**src/rtl/serial_adder_pkg.sv**
```systemverilog
// ============================================================================
//  Module      : serial_adder_pkg
//  Description : Shared types and constants for the bit-serial adder.
//  Revision    : 1.0 - initial release
// ============================================================================
`default_nettype none

package serial_adder_pkg;

    localparam int c_DEFAULT_WIDTH = 8;

    typedef enum logic [1:0] {
        IDLE  = 2'd0,
        SHIFT = 2'd1,
        DONE  = 2'd2
    } state_t;

endpackage

`default_nettype wire

```
**src/rtl/full_adder_nand.sv**
```systemverilog
// ============================================================================
//  Module      : full_adder_nand
//  Description : One-bit full adder built purely from two-input NAND gates.
//  Revision    : 1.0 - initial release
// ============================================================================
`default_nettype none

module full_adder_nand (
    input  logic a,
    input  logic b,
    input  logic cin,
    output logic s,
    output logic cout
);

    logic w_n1, w_n2, w_n3, w_x, w_n4, w_n5, w_n6;

    // First NAND-XOR stage forms a^b; the second folds in cin.
    assign w_n1 = ~(a & b);
    assign w_n2 = ~(a & w_n1);
    assign w_n3 = ~(b & w_n1);
    assign w_x  = ~(w_n2 & w_n3);
    assign w_n4 = ~(w_x & cin);
    assign w_n5 = ~(w_x & w_n4);
    assign w_n6 = ~(cin & w_n4);
    assign s    = ~(w_n5 & w_n6);
    assign cout = ~(w_n1 & w_n4);

endmodule

`default_nettype wire

```
**src/rtl/serial_adder.sv**
```systemverilog
// ============================================================================
//  Module      : serial_adder
//  Description : Bit-serial WIDTH-bit adder, LSB first, one full-adder cell.
//  Revision    : 1.0 - initial release
// ============================================================================
`default_nettype none

module serial_adder
    import serial_adder_pkg::*;
#(
    parameter int WIDTH = c_DEFAULT_WIDTH
) (
    input  logic             clk,
    input  logic             rst_n,
    input  logic             start,
    input  logic [WIDTH-1:0] a,
    input  logic [WIDTH-1:0] b,
    input  logic             cin,
    output logic             busy,
    output logic             done,
    output logic [WIDTH-1:0] sum,
    output logic             cout
);

    localparam int              c_CW   = $clog2(WIDTH);
    localparam logic [c_CW-1:0] c_LAST = c_CW'(WIDTH - 1);

    state_t           r_state;
    state_t           w_state_nxt;
    logic [c_CW-1:0]  r_cnt;
    logic [WIDTH-1:0] r_a_sr;
    logic [WIDTH-1:0] r_b_sr;
    logic [WIDTH-1:0] r_s_sr;
    logic             r_carry;
    logic [WIDTH-1:0] r_sum;
    logic             r_cout;
    logic             w_s;
    logic             w_cout;
    logic             w_last;

    full_adder_nand u_fa (
        .a    (r_a_sr[0]),
        .b    (r_b_sr[0]),
        .cin  (r_carry),
        .s    (w_s),
        .cout (w_cout)
    );

    assign w_last = (r_cnt == c_LAST);

    always_ff @(posedge clk or negedge rst_n) begin
        if (!rst_n) begin
            r_state <= IDLE;
        end else begin
            r_state <= w_state_nxt;
        end
    end

    always_comb begin
        w_state_nxt = r_state;
        case (r_state)
            IDLE:    if (start) w_state_nxt = SHIFT;
            SHIFT:   if (w_last) w_state_nxt = DONE;
            DONE:    w_state_nxt = IDLE;
            default: w_state_nxt = IDLE;
        endcase
    end

    always_ff @(posedge clk or negedge rst_n) begin
        if (!rst_n) begin
            r_cnt   <= '0;
            r_a_sr  <= '0;
            r_b_sr  <= '0;
            r_s_sr  <= '0;
            r_carry <= 1'b0;
            r_sum   <= '0;
            r_cout  <= 1'b0;
        end else if (r_state == IDLE && start) begin
            r_a_sr  <= a;
            r_b_sr  <= b;
            r_carry <= cin;
            r_cnt   <= '0;
        end else if (r_state == SHIFT) begin
            r_a_sr  <= {1'b0, r_a_sr[WIDTH-1:1]};
            r_b_sr  <= {1'b0, r_b_sr[WIDTH-1:1]};
            r_s_sr  <= {w_s, r_s_sr[WIDTH-1:1]};
            r_carry <= w_cout;
            // Counter parks at the last bit index instead of wrapping.
            if (!w_last) begin
                r_cnt <= r_cnt + 1'b1;
            end else begin
                r_sum  <= {w_s, r_s_sr[WIDTH-1:1]};
                r_cout <= w_cout;
            end
        end
    end

    assign busy = (r_state == SHIFT);
    assign done = (r_state == DONE);
    assign sum  = r_sum;
    assign cout = r_cout;

endmodule

`default_nettype wire

```
**config.mk**
```make
export PLATFORM = sky130hd
export DESIGN_NAME = serial_adder
export DESIGN_NICKNAME = d
export VERILOG_FILES = /design/src/rtl/serial_adder_pkg.sv /design/src/rtl/full_adder_nand.sv /design/src/rtl/serial_adder.sv
export SDC_FILE = /design/constraint.sdc
export NUM_CORES = 1
export LEC_CHECK = 0
export BUFFER_PORTS_ARGS = -buffer_cell sky130_fd_sc_hd__buf_2
export CAP_MARGIN = 10
export CORE_MARGIN = 3
export CORE_UTILIZATION = 55
export DETAILED_ROUTE_END_ITERATION = 12
export HOLD_SLACK_MARGIN = 0.15
export PLACE_DENSITY_LB_ADDON = 0.05
export SETUP_SLACK_MARGIN = 0.4
export SKIP_CTS_REPAIR_TIMING = 1
export SLEW_MARGIN = 20
export SYNTH_ARGS = -nofsm -noshare
export SYNTH_HDL_FRONTEND = slang
export SYNTH_SLANG_ARGS = --single-unit
export TNS_END_PERCENT = 100
```
**constraint.sdc**
```tcl
create_clock -name clk -period 3.8 [get_ports clk]
set_input_delay 0.38 -clock clk [delete_from_list [all_inputs] [get_ports clk]]
set_output_delay 0.38 -clock clk [all_outputs]
set_load 0.01 [all_outputs]
```
# Word level (Yosys, flattened, before mapping)
# Cells that the tools add are included.
[word_totals]
mem_bits_rw = 0
input_bits = 20
mem_bits_ro = 0
regBits = 39
mem_count = 0
word_cells = 53
latch_bits = 0
out_inout_bits = 11
[classes]
n_eq_ne = 6
mul = 0
n_div = 0
magnitude_cmp = 0
n_bitwise = 19
reduce_logical = 7
muxes = 12
shift = 0
add_sub_neg = 1
[op_table]
columns = ["operator", "n"]
rows = [
  ["$mux W8", 4],
  ["$not A1 Y1", 10],
  ["$and A1 B1 Y1", 9],
  ["$mux W3", 3],
  ["$reduce_and A2 Y1", 3],
  ["$mux W2", 2],
  ["$ne A2 B1 Y1 const B", 2],
  ["$pmux W2 S2", 1],
  ["$add A3 B1 Y3 const B", 1],
  ["$eq A3 B3 Y1 const B", 1],
  ["$reduce_and A3 Y1", 1],
  ["$eq A2 B1 Y1 const B", 1],
  ["$eq A2 B2 Y1 const B", 1],
  ["$logic_not A2 Y1", 1],
  ["$mux W1", 2],
  ["$ne A2 B2 Y1 const B", 1],
  ["$reduce_bool A2 Y1", 1],
  ["$logic_and A1 B1 Y1", 1],
]

# Depth between registers and ports, before layout
[depth]
ltp_word = 12
mapped_depth = 6
depth_no_buf = 5

# By module
# From an unflattened synthesis, not the netlist that was laid out.
[unflattened]
cells_unflattened = 150
hier_area_um2 = 1720.4
[modules_own_cells]
columns = ["module", "n_inst", "cells_each", "area_per_inst_um2", "seq_area_each_um2"]
rows = [
  ["serial_adder", 1, 149, 1700.4, 950.9],
  ["full_adder_nand", 1, 1, 20.0, 0.0],
]

# Worst setup path before layout
# No wires, ideal clock.
[synth_timing]
path_kind = "reg2reg"
from = "register r_cnt[0]"
to = "register r_cout, in the netlist cout"
arrival_time_ns = 1.289
stages_incl_launch_ff = 6
t_required_ns = 3.675
path_slack_ns = 2.386
n_path_buf = 1
period_less_slack_ns = 1.414
setup_time_ns = 0.125
path_cell_list = "dfrtp_1 ha_1 ha_1 buf_6 nand2_8 mux2_4"
[synth_between]
elab_chain_cells = 2
[synth_lines]
columns = ["item", "line_no", "rtl"]
rows = [
  ["from (decl)", "serial_adder.sv:30", "logic [c_CW-1:0] r_cnt;"],
  ["from (signal assigned)", "serial_adder.sv:90", "r_cnt <= r_cnt + 1'b1;"],
  ["$eq A3 B3 Y1", "serial_adder.sv:49", "assign w_last = (r_cnt == c_LAST);"],
  ["$reduce_and A3 Y1 (no line)", "-", ""],
  ["to (signal assigned)", "serial_adder.sv:93", "r_cout <= w_cout;"],
  ["to (decl)", "serial_adder.sv:36", "logic r_cout;"],
]
# No other way between the ends.
# A chain may end at the register's enable or synchronous reset.

# Final worst setup path
[layout_timing]
from = "register r_state[1]"
to = "output busy"
[layout_between]
elab_chain_cells = 1
[layout_lines]
columns = ["item", "line_no", "rtl"]
rows = [
  ["from (decl)", "serial_adder.sv:28", "state_t r_state;"],
  ["from (signal assigned)", "serial_adder.sv:55", "r_state <= w_state_nxt;"],
  ["$eq A2 B1 Y1", "serial_adder.sv:98", "assign busy = (r_state == SHIFT);"],
  ["to (decl)", "serial_adder.sv:19", "output logic busy,"],
]
# No other way between the ends.

==> impl_metrics.yaml <==
place:
  placedCellCount: 213
  place_ws_ps: 2260
  port_buffers: 30
  dp_hpwl_mm: 2.32
  gp_congestion: 0.779
synthesis:
  synthCells: 150
  synth.most_common_cell: "dfrtp_1"
  synthesis.nets: 173
  synth_flop_cell: "dfrtp_1"
  synth_common_cells: "38 x dfrtp_1, 24 x nand2_1, 23 x o22ai_1"
  synth_top_area_share_pct: 55.2
  yosysWarnings: 0
  ys_async_sr_fraction_pct: 100
  avgSynthCellArea_um2: 11.5
  synth-seq-area-share_pct: 55.2
  synth_area_leaders: "dfrtp_1 55%, o22ai_1 8.4%, mux2_4 7.8%"
  ys_types: 24
  syn_area_um2: 1720
  synth.ff_latch_count: 38
  synth_edf_count: 0
  synth_top_cell_by_area: "dfrtp_1"
route:
  drt_pass1_iterations: 4
  drt-initial-drc-count: 71
  vias_per_cell: 5.55
  antenna_left: 0
  wl_per_cell_um: 14.6
  remaining_drc_errors: 0
  route.vias.total: 1226
  wl_mm: 3.24
sta:
  maxSlewHeadroom_pct: 45.2
  clock.fmax_ghz: 0.540
  finalCriticalPeriod_ps: 1850
  finClkSkew_ps: 9.66
  worst_pin_slew_ps: 823
  finalMaxSlewViolations: 0
  rsz0062_at_grt: "no"
  hold_violations: 0
  setup_tns_ps: 0
  final.period_utilization_pct: 48.7
  finalSetupViolations: 0
  final.setup.worst_slack_ps: 1950
setup_path:
  cp_slowest_cell: "dfrtp_1"
  cp-start-kind: "flip-flop"
  cp_cell_sequence: "nand2b_4 > clkinv_4 > buf_2"
  crit_fanout: 20
  critPathMaxStageDelay_ps: 500
  r2r_end: "sum[6]"
  reg2reg_from: "r_cnt[0]"
  worst_setup_path_end_kind: "output pin"
  cp.required_ps: 3420
  critical_path_arrival_ps: 1470
  r2r_slack_ps: 2250
  worstRegToRegCells: 4
  crit_path_start: "r_state[1]"
  crit_type: "flip-flop to output pin"
floorplan:
  io_pins: 31
  die_area_um2: 3840
  initial_core_util_pct: 59.9
  fp.dieW_um: 62.0
  die_y_um: 62.0
  coreArea_um2: 2880
  rows: 19
global_route:
  antenna_found_initial: 0
  grt_pass1_wl_mm: 5.38
  grt.total_usage_pct: 19.2
  grt_max_degree: 39
  grt_pass1_vias: 1191
  gr-total-overflow: 0
clocking:
  insertion_delay_ps: 340
  clockBufferDepth: 2
  numCtsBuffers: 5
  clock_sinks: 38
  htree_levels: 2
  root_buffer: "clkbuf_4"
  cts_tree: "done"
  cts.reportedPaths.clkPinSlew_ps: 100
finish:
  fillCellCount: 230
  instances_no_fill: 221
  insertedDiodeCount: 0
  syn2layout_area_growth_pct: 12.1
  nNetsFinal: 201
  drive_above_1_share_pct: 28.5
hold_path:
  hp-class: "input pin to async pin"
power_and_ir_drop:
  power_density_nw_per_um2: 844
  total_leakage_power_nw: 0.938
  peakVddDrop_v: 0.000439
job:
  drv_cap: 0
run_status:
  outcome: "finished clean"
## cells by family (layout without fill, tap and decap cells)
group / count (synthesis) / count (layout) / synth area share, %
compound gates: 49 / 49 / 18.2
fa+ha+maj: 3 / 3 / 2.61
simple gates: 38 / 38 / 10.9
buf+inv: 13 / 42 / 5.23
mux: 9 / 9 / 7.84
flops: 38 / 38 / 55.2
## flip-flops by register name (all words and copies together), names as in the netlist
signal,cells
r_a_sr,8
r_b_sr,8
sum,8
r_s_sr,7
r_cnt,3
r_state,2
cout,1
r_carry,1
## worst max-delay path, delay by kind of cell, from the launching register on
| family | cells | cell delay [ps] |
|---|---|---|
| buffers and inverters | 2 | 320 |
| DFF | 1 | 500 |
| and+or+nand+nor | 1 | 330 |
## final cells by class
type                    count  area, um2  share of cell area [%]
clock buffers               7       45.0                    2.33
clock inverters             1       30.0                    1.56
inverters                   4       20.0                    1.04
multi-input cells          99        682                    35.3
flip-flops and latches     38        951                    49.3
well taps                  42       52.6                    2.72
repair buffers             30        150                    7.78
## where the power goes
group          switching (W)  internal (W)
Clock               0.000124      0.000140
Sequential          0.000147      0.000593
Combinational       0.000316      0.000310
Total               0.000587       0.00104
## layer usage
metal | vias to the layer above | GRT usage, % | wire length (um)
met2 | 40 | 31.2 | 1540
met1 | 583 | 25.5 | 1510
met4 | 0 | 6.36 | 31
li1 | 599 | - | -
met5 | - | 0 | 0
met3 | 4 | 4.34 | 155
## how the worst max path moves through the flow
stage	end	cells past startpoint
after floorplan	cout	5
after global placement	cout	4
after global routing	busy	3
final	busy	3
after detailed placement	sum[6]	4
after CTS	busy	3
## cells in the final DEF (no fill, tap or decap), drive strengths merged
| cell | n |
|---|---|
| a21oi | 12 |
| a22oi | 2 |
| a2bb2oi | 3 |
| buf | 30 |
| bufinv | 1 |
| clkbuf | 7 |
| clkinv | 1 |
| dfrtp | 38 |
| fa | 1 |
| ha | 2 |
| inv | 3 |
| mux2 | 9 |
| nand2 | 25 |
| nand2b | 3 |
| nand3b | 2 |
| nor2 | 5 |
| nor2b | 1 |
| nor3 | 1 |
| o21ai | 4 |
| o221a | 2 |
| o22ai | 23 |
| o2bb2ai | 3 |
| or2 | 1 |
## stage by stage
| step | hold WS (ps) | util [%] | total power (W) | instance area (um2) |
|---|---|---|---|---|
| floorplan | 84.4 | - | 0.00122 | 1720 |
| global placement | 475 | 64.5 | 0.00134 | 1860 |
| detailed placement | 472 | 64.5 | 0.00138 | 1860 |
| CTS | 151 | 67.1 | 0.00164 | 1930 |
| global route | 161 | 67.1 | 0.00176 | 1930 |
| finish | 131 | 67.1 | 0.00163 | 1930 |
Note: power is estimated with default switching activity, not from simulation.
